[config.mk]
export PLATFORM = sky130hd
export DESIGN_NAME = refill_return_buffer
export DESIGN_NICKNAME = d
export VERILOG_FILES = /design/src/rtl/refill_return_buffer.sv
export SDC_FILE = /design/constraint.sdc
export NUM_CORES = 1
export LEC_CHECK = 0
export CELL_PAD_IN_SITES_DETAIL_PLACEMENT = 2
export CELL_PAD_IN_SITES_GLOBAL_PLACEMENT = 2
export CORE_UTILIZATION = 29
export CTS_BUF_LIST = sky130_fd_sc_hd__clkbuf_4
export CTS_CLUSTER_SIZE = 24
export DETAILED_ROUTE_END_ITERATION = 16
export PLACE_DENSITY_LB_ADDON = 0.2
export SLEW_MARGIN = 20
export SYNTH_ARGS = -nofsm -noshare
export SYNTH_HDL_FRONTEND = slang
export SYNTH_SLANG_ARGS = --single-unit
export TNS_END_PERCENT = 10
[constraint.sdc]
create_clock -name clk -period 2.18 [get_ports clk]
set_clock_uncertainty 0.2 [all_clocks]
set_input_delay 0.436 -clock clk [delete_from_list [all_inputs] [get_ports clk]]
set_output_delay 0.436 -clock clk [all_outputs]
set_load 0.02 [all_outputs]
[src/rtl/refill_return_buffer.sv]
// Cache-refill return buffer: assembles one line from wrap-order
// bus beats, forwards arrived words to the pipeline, flags burst errors.
//
// Ports:
//   clk, rst            clock, synchronous active-high reset
//   start, first_idx    begin a refill at the critical word index
//   beat_valid/data/last  bus read-return channel, one word per beat
//   rd_idx -> rd_word, rd_hit   pipeline read port, no latency
//   line, word_mask     assembled line and per-word arrival flags
//   busy, done, err     FILL state, completion pulse, sticky length error
module refill_return_buffer #(
   parameter  int WORD_W     = 32,
   parameter  int LINE_WORDS = 4,
   localparam int IDX_W      = $clog2(LINE_WORDS)
) (
   input  logic                         clk,
   input  logic                         rst,
   input  logic                         start,
   input  logic [IDX_W-1:0]             first_idx,
   input  logic                         beat_valid,
   input  logic [WORD_W-1:0]            beat_data,
   input  logic                         beat_last,
   input  logic [IDX_W-1:0]             rd_idx,
   output logic [WORD_W-1:0]            rd_word,
   output logic                         rd_hit,
   output logic [WORD_W*LINE_WORDS-1:0] line,
   output logic [LINE_WORDS-1:0]        word_mask,
   output logic                         busy,
   output logic                         done,
   output logic                         err
);

   typedef enum logic [1:0] {
      IDLE,
      FILL,
      DONE
   } state_t;

   localparam logic [IDX_W-1:0] LAST_CNT = IDX_W'(LINE_WORDS - 1);

   state_t            state;
   state_t            state_nxt;
   logic [WORD_W-1:0] mem [LINE_WORDS];
   logic [IDX_W-1:0]  ptr;
   logic [IDX_W-1:0]  cnt;
   logic              accept;
   logic              full_cnt;
   logic              end_beat;

   // a start in the same cycle always wins, so its beat is dropped
   assign accept   = (state == FILL) && beat_valid && !start;
   assign full_cnt = (cnt == LAST_CNT);
   assign end_beat = accept && (full_cnt || beat_last);

   always_ff @(posedge clk) begin
      if (rst) begin
         state <= IDLE;
      end else begin
         state <= state_nxt;
      end
   end

   always_comb begin
      state_nxt = state;
      if (start) begin
         state_nxt = FILL;
      end else begin
         unique case (state)
            IDLE: state_nxt = IDLE;
            FILL: if (end_beat) state_nxt = DONE;
            DONE: state_nxt = IDLE;
            default: state_nxt = IDLE;
         endcase
      end
   end

   always_ff @(posedge clk) begin
      if (rst) begin
         for (int i = 0; i < LINE_WORDS; i++) begin
            mem[i] <= '0;
         end
         word_mask <= '0;
         ptr       <= '0;
         cnt       <= '0;
         err       <= 1'b0;
      end else if (start) begin
         // line data is kept; only arrival tracking restarts
         word_mask <= '0;
         ptr       <= first_idx;
         cnt       <= '0;
         err       <= 1'b0;
      end else if (accept) begin
         mem[ptr]       <= beat_data;
         word_mask[ptr] <= 1'b1;
         ptr            <= ptr + 1'b1;
         cnt            <= cnt + 1'b1;
         // early beat_last or a full burst without beat_last
         if (end_beat && (full_cnt != beat_last)) begin
            err <= 1'b1;
         end
      end
   end

   for (genvar g = 0; g < LINE_WORDS; g++) begin : g_pack
      assign line[g*WORD_W +: WORD_W] = mem[g];
   end

   // same-cycle beat to the requested slot is forwarded directly
   always_comb begin
      rd_word = mem[rd_idx];
      rd_hit  = word_mask[rd_idx];
      if (accept && (ptr == rd_idx)) begin
         rd_word = beat_data;
         rd_hit  = 1'b1;
      end
   end

   assign busy = (state == FILL);
   assign done = (state == DONE);

endmodule

==> reports/qor_table.md <==
| Metric | Value |
| --- | --- |
| Run status | finished, violations left |
| Violated checks | negative setup slack |
| TritonCTS buffer count | 17 |
| Core box area | 22100 um2 |
| Area Overhead vs Synth | 56.5% |
| Compound-gate portion of the synthesized area | 0.0106 |
| Pre-CTS setup slack | -0.887 ns |
| Rel. slew slack | 0.722 |
| Parity-gate share of the synthesized area counting xor and xnor cells | 0.00397 |
| Initial core utilization | 0.299 |
| Setup repair after global routing missed its margin | true |
| Number of iterations in the first detailed-routing pass | 4 |
| Dominant combinational cell family by area after synthesis | multiplexers |
| Dpl hpwl | 18000 um |
| Fmax | 0.376 GHz |
| Crit path to | rd_word[24] |
| Capturing element type of the critical path | output port |
| Post-DP Area | 10600 um2 |
| Global route overflow | 0 |
| Detailed route wirelength on metal2 | 12700 um |
| Synthesized Nets | 463 |
| Yosys warnings | 0 |
| Maximum fanout along the worst path | 17 |
| Layout cell share with drive strength beyond 1 | 0.563 |
| Worst hold-check path type | reg2reg |
| Clock Root Buffer | clkbuf_4 |
| Register-to-register path setup slack | 0.19 ns |
| Met1 WL | 10100 um |
| Number of DRC markers after the initial detailed-route iteration | 190 |
| Clock transition at the register clock pins on the worst setup and hold paths after CTS | 0.13 ns |
| Highest metal layer with signal wires | met4 |
| Clock tree from TritonCTS | done |
| Number of nets with antenna violations after detailed routing | 0 |
| Synthesized area divided by synthesized cell count | 15.9 um2 |
| Total count of hold-check failures in the final report | 0 |
| Endpoint required time on the critical path | 1.54 ns |
| Post-route design area | 10400 um2 |
| Die Outline Area | 23400 um2 |
| RD Place Congestion | 0.760 |
| Htree depth | 4 |
| Total power after layout | 5980 uW |
| Commonest cells after routing, fill and taps aside | buf_4, and2_1, edfxtp_1, clkdlybuf4s50_1, buf_2 |
| Vertical die dimension | 153 um |
| Cell count after synthesis | 416 |
| Flops & latches, synth | 139 |
| Adder-cell share of the synthesized area | 0.0113 |
| Critical Setup Path Class | reg2out |
| Final net count | 858 |
| Time the final worst path needs with I/O delays and setup | 2.66 ns |
| I/O Buffers | 208 |
| Final count of pins violating max slew | 0 |
| Total routing resource utilization after global routing | 0.214 |
| Final WL | 24400 um |
| Fill count | 2244 |
| Final Worst Setup Slack | -0.481 ns |
| Worst IR Drop VDD | 257 uV |
| Fraction of the yosys area taken by sequential cells | 0.614 |
| Actual slew at the worst max-slew pin | 0.417 ns |
| # IOs | 209 |
| Wire length of the first global-routing pass | 37400 um |
| Count of different cell masters after synthesis | 34 |
| Total of endpoints with negative setup slack in the final report | 33 |
| Crit path launch type | flop |
| Reg2reg end | mem[1][9] |
| Beginning of the worst register-to-register path | state[1] |
| Proportion of synthesized area in mux cells | 0.185 |
| Average vias per placed instance | 4.67 |
| Register area | 4060 um2 |
| Post-synthesis simple-gate area fraction | 0.148 |
| Clk Latency, worst-skew pair | 0.55 ns |
| Number of rows in the core area | 54 |
| Number of remaining DRC errors | 0 |
| Cell Area, Synth | 6620 um2 |
| Detail Route met3 WL | 1380 um |
| Maximum number of buffers from clock root to sink | 2 |
| Number of buffers inserted by hold repair at cts | 0 |
| R2r worst-path depth | 6 |
| Antenna diodes | 0 |
| Total via count after detailed routing | 5157 |
| Commonest non-fill, non-tap cell in the layout | buf_4 |
| Vias in the first global route | 6007 |
| Total of max-cap violations | 0 |
| Crit path from | state[1] |
| Share of the clock period used by the worst path | 1.22 |
| Power density over cell area | 577 nW/um2 |
| Area of the multi-input gates | 2410 um2 |
| Maximum number of pins on one net before global-route repair | 33 |
| Initial antenna violation count | 0 |
| Routed length per instance | 22.1 um |
| Static leakage | 0.00466 uW |
| Arrival time of data at the critical path endpoint | 2.02 ns |
| Number of sinks handled by clock tree synthesis | 139 |
| Die span in x | 153 um |
## kinds of logic after synthesis
group | Yosys count
buffers and inverters | 35
xor gates and xnor gates | 3
and+or+nand+nor | 155
adders and majority gates | 6
muxes | 66
DFF | 139
AOI/OAI and AO/OA | 12
## timing repair
action,4_1_cts,5_1_grt
resized for setup,270,6
setup buffers,0,0
pin swaps,1,0
cloned,0,0
setup endpoints to repair,168,35
## stage by stage
step / hold slack, ns / utilization / std cells / setup TNS (ns)
2_1_floorplan: 0.240 / - / 416 / -0.427
3_3_place_gp: 0.248 / 0.478 / 1072 / -89.71
3_5_place_dp: 0.269 / 0.478 / 1072 / -98.00
4_1_cts: 0.281 / 0.469 / 1104 / -17.95
5_1_grt: 0.301 / 0.469 / 1104 / -18.28
6_report: 0.287 / 0.469 / 1104 / -15.18
## worst min path at each step
| stage | startpoint | endpoint | slack (ns) | depth (start not counted) |
|---|---|---|---|---|
| finish | cnt[1] | cnt[1] | 0.29 | 2 |
| global route | first_idx[1] | ptr[1] | 0.30 | 3 |
| CTS | first_idx[1] | ptr[1] | 0.28 | 3 |
| detailed placement | cnt[1] | cnt[1] | 0.27 | 2 |
| global placement | cnt[1] | cnt[1] | 0.25 | 2 |
| floorplan | cnt[1] | cnt[1] | 0.24 | 2 |
## registers in the layout, indices dropped and copies added, names as in the netlist
name	count
err	1
mem	128
state	2
cnt	2
word_mask	4
ptr	2
## critical path, stage by stage (launching register included)
cell,delay [ns]
dfxtp_1,0.34
and4bb_2,0.35
nand3_4,0.11
buf_12,0.19
mux2_4,0.31
buf_2,0.16
## where the power goes
group	switching, uW	internal, uW
Clock	1010	710
Sequential	69.0	3010
Combinational	574	604
Total	1660	4320
## final cells by class
type                       count  area share
sequential                   139       0.392
timing repair buffer         403       0.311
multi-input combinational    242       0.233
tap                          280      0.0338
clock buffer                  19      0.0138
clock inverter                13      0.0138
inverter                       8     0.00290
## Yosys cell counts, drive strengths merged
library cell  number  share of area
nand3b             1         0.0011
nor2               9         0.0051
dfxtp             11          0.033
nand3              2         0.0023
a211oi             1         0.0011
clkbuf            13         0.0074
edfxtp           128           0.58
a21oi              6         0.0045
a31oi              2         0.0019
o21ai              1        0.00076
and4bb             1         0.0019
nor4               3         0.0057
o22ai              1        0.00095
nor2b              2         0.0019
xor2               1         0.0013
mux4              33           0.11
buf               14          0.016
nand4bb            1         0.0017
a31o               1         0.0013
mux2              32          0.071
xnor2              2         0.0026
nand2              2         0.0011
mux2i              1         0.0015
nand2b             1        0.00095
and2             129           0.12
or2                4         0.0038
ha                 6          0.011
inv                8         0.0045
## routing by layer
layer | global-route usage | vias up
li1 | - | 2321
met1 | 0.259 | 2633
met2 | 0.383 | 187
met3 | 0.0513 | 16
met4 | 0.0481 | 0
met5 | 0 | -
No activity file was read; power rests on OpenSTA's default activity.
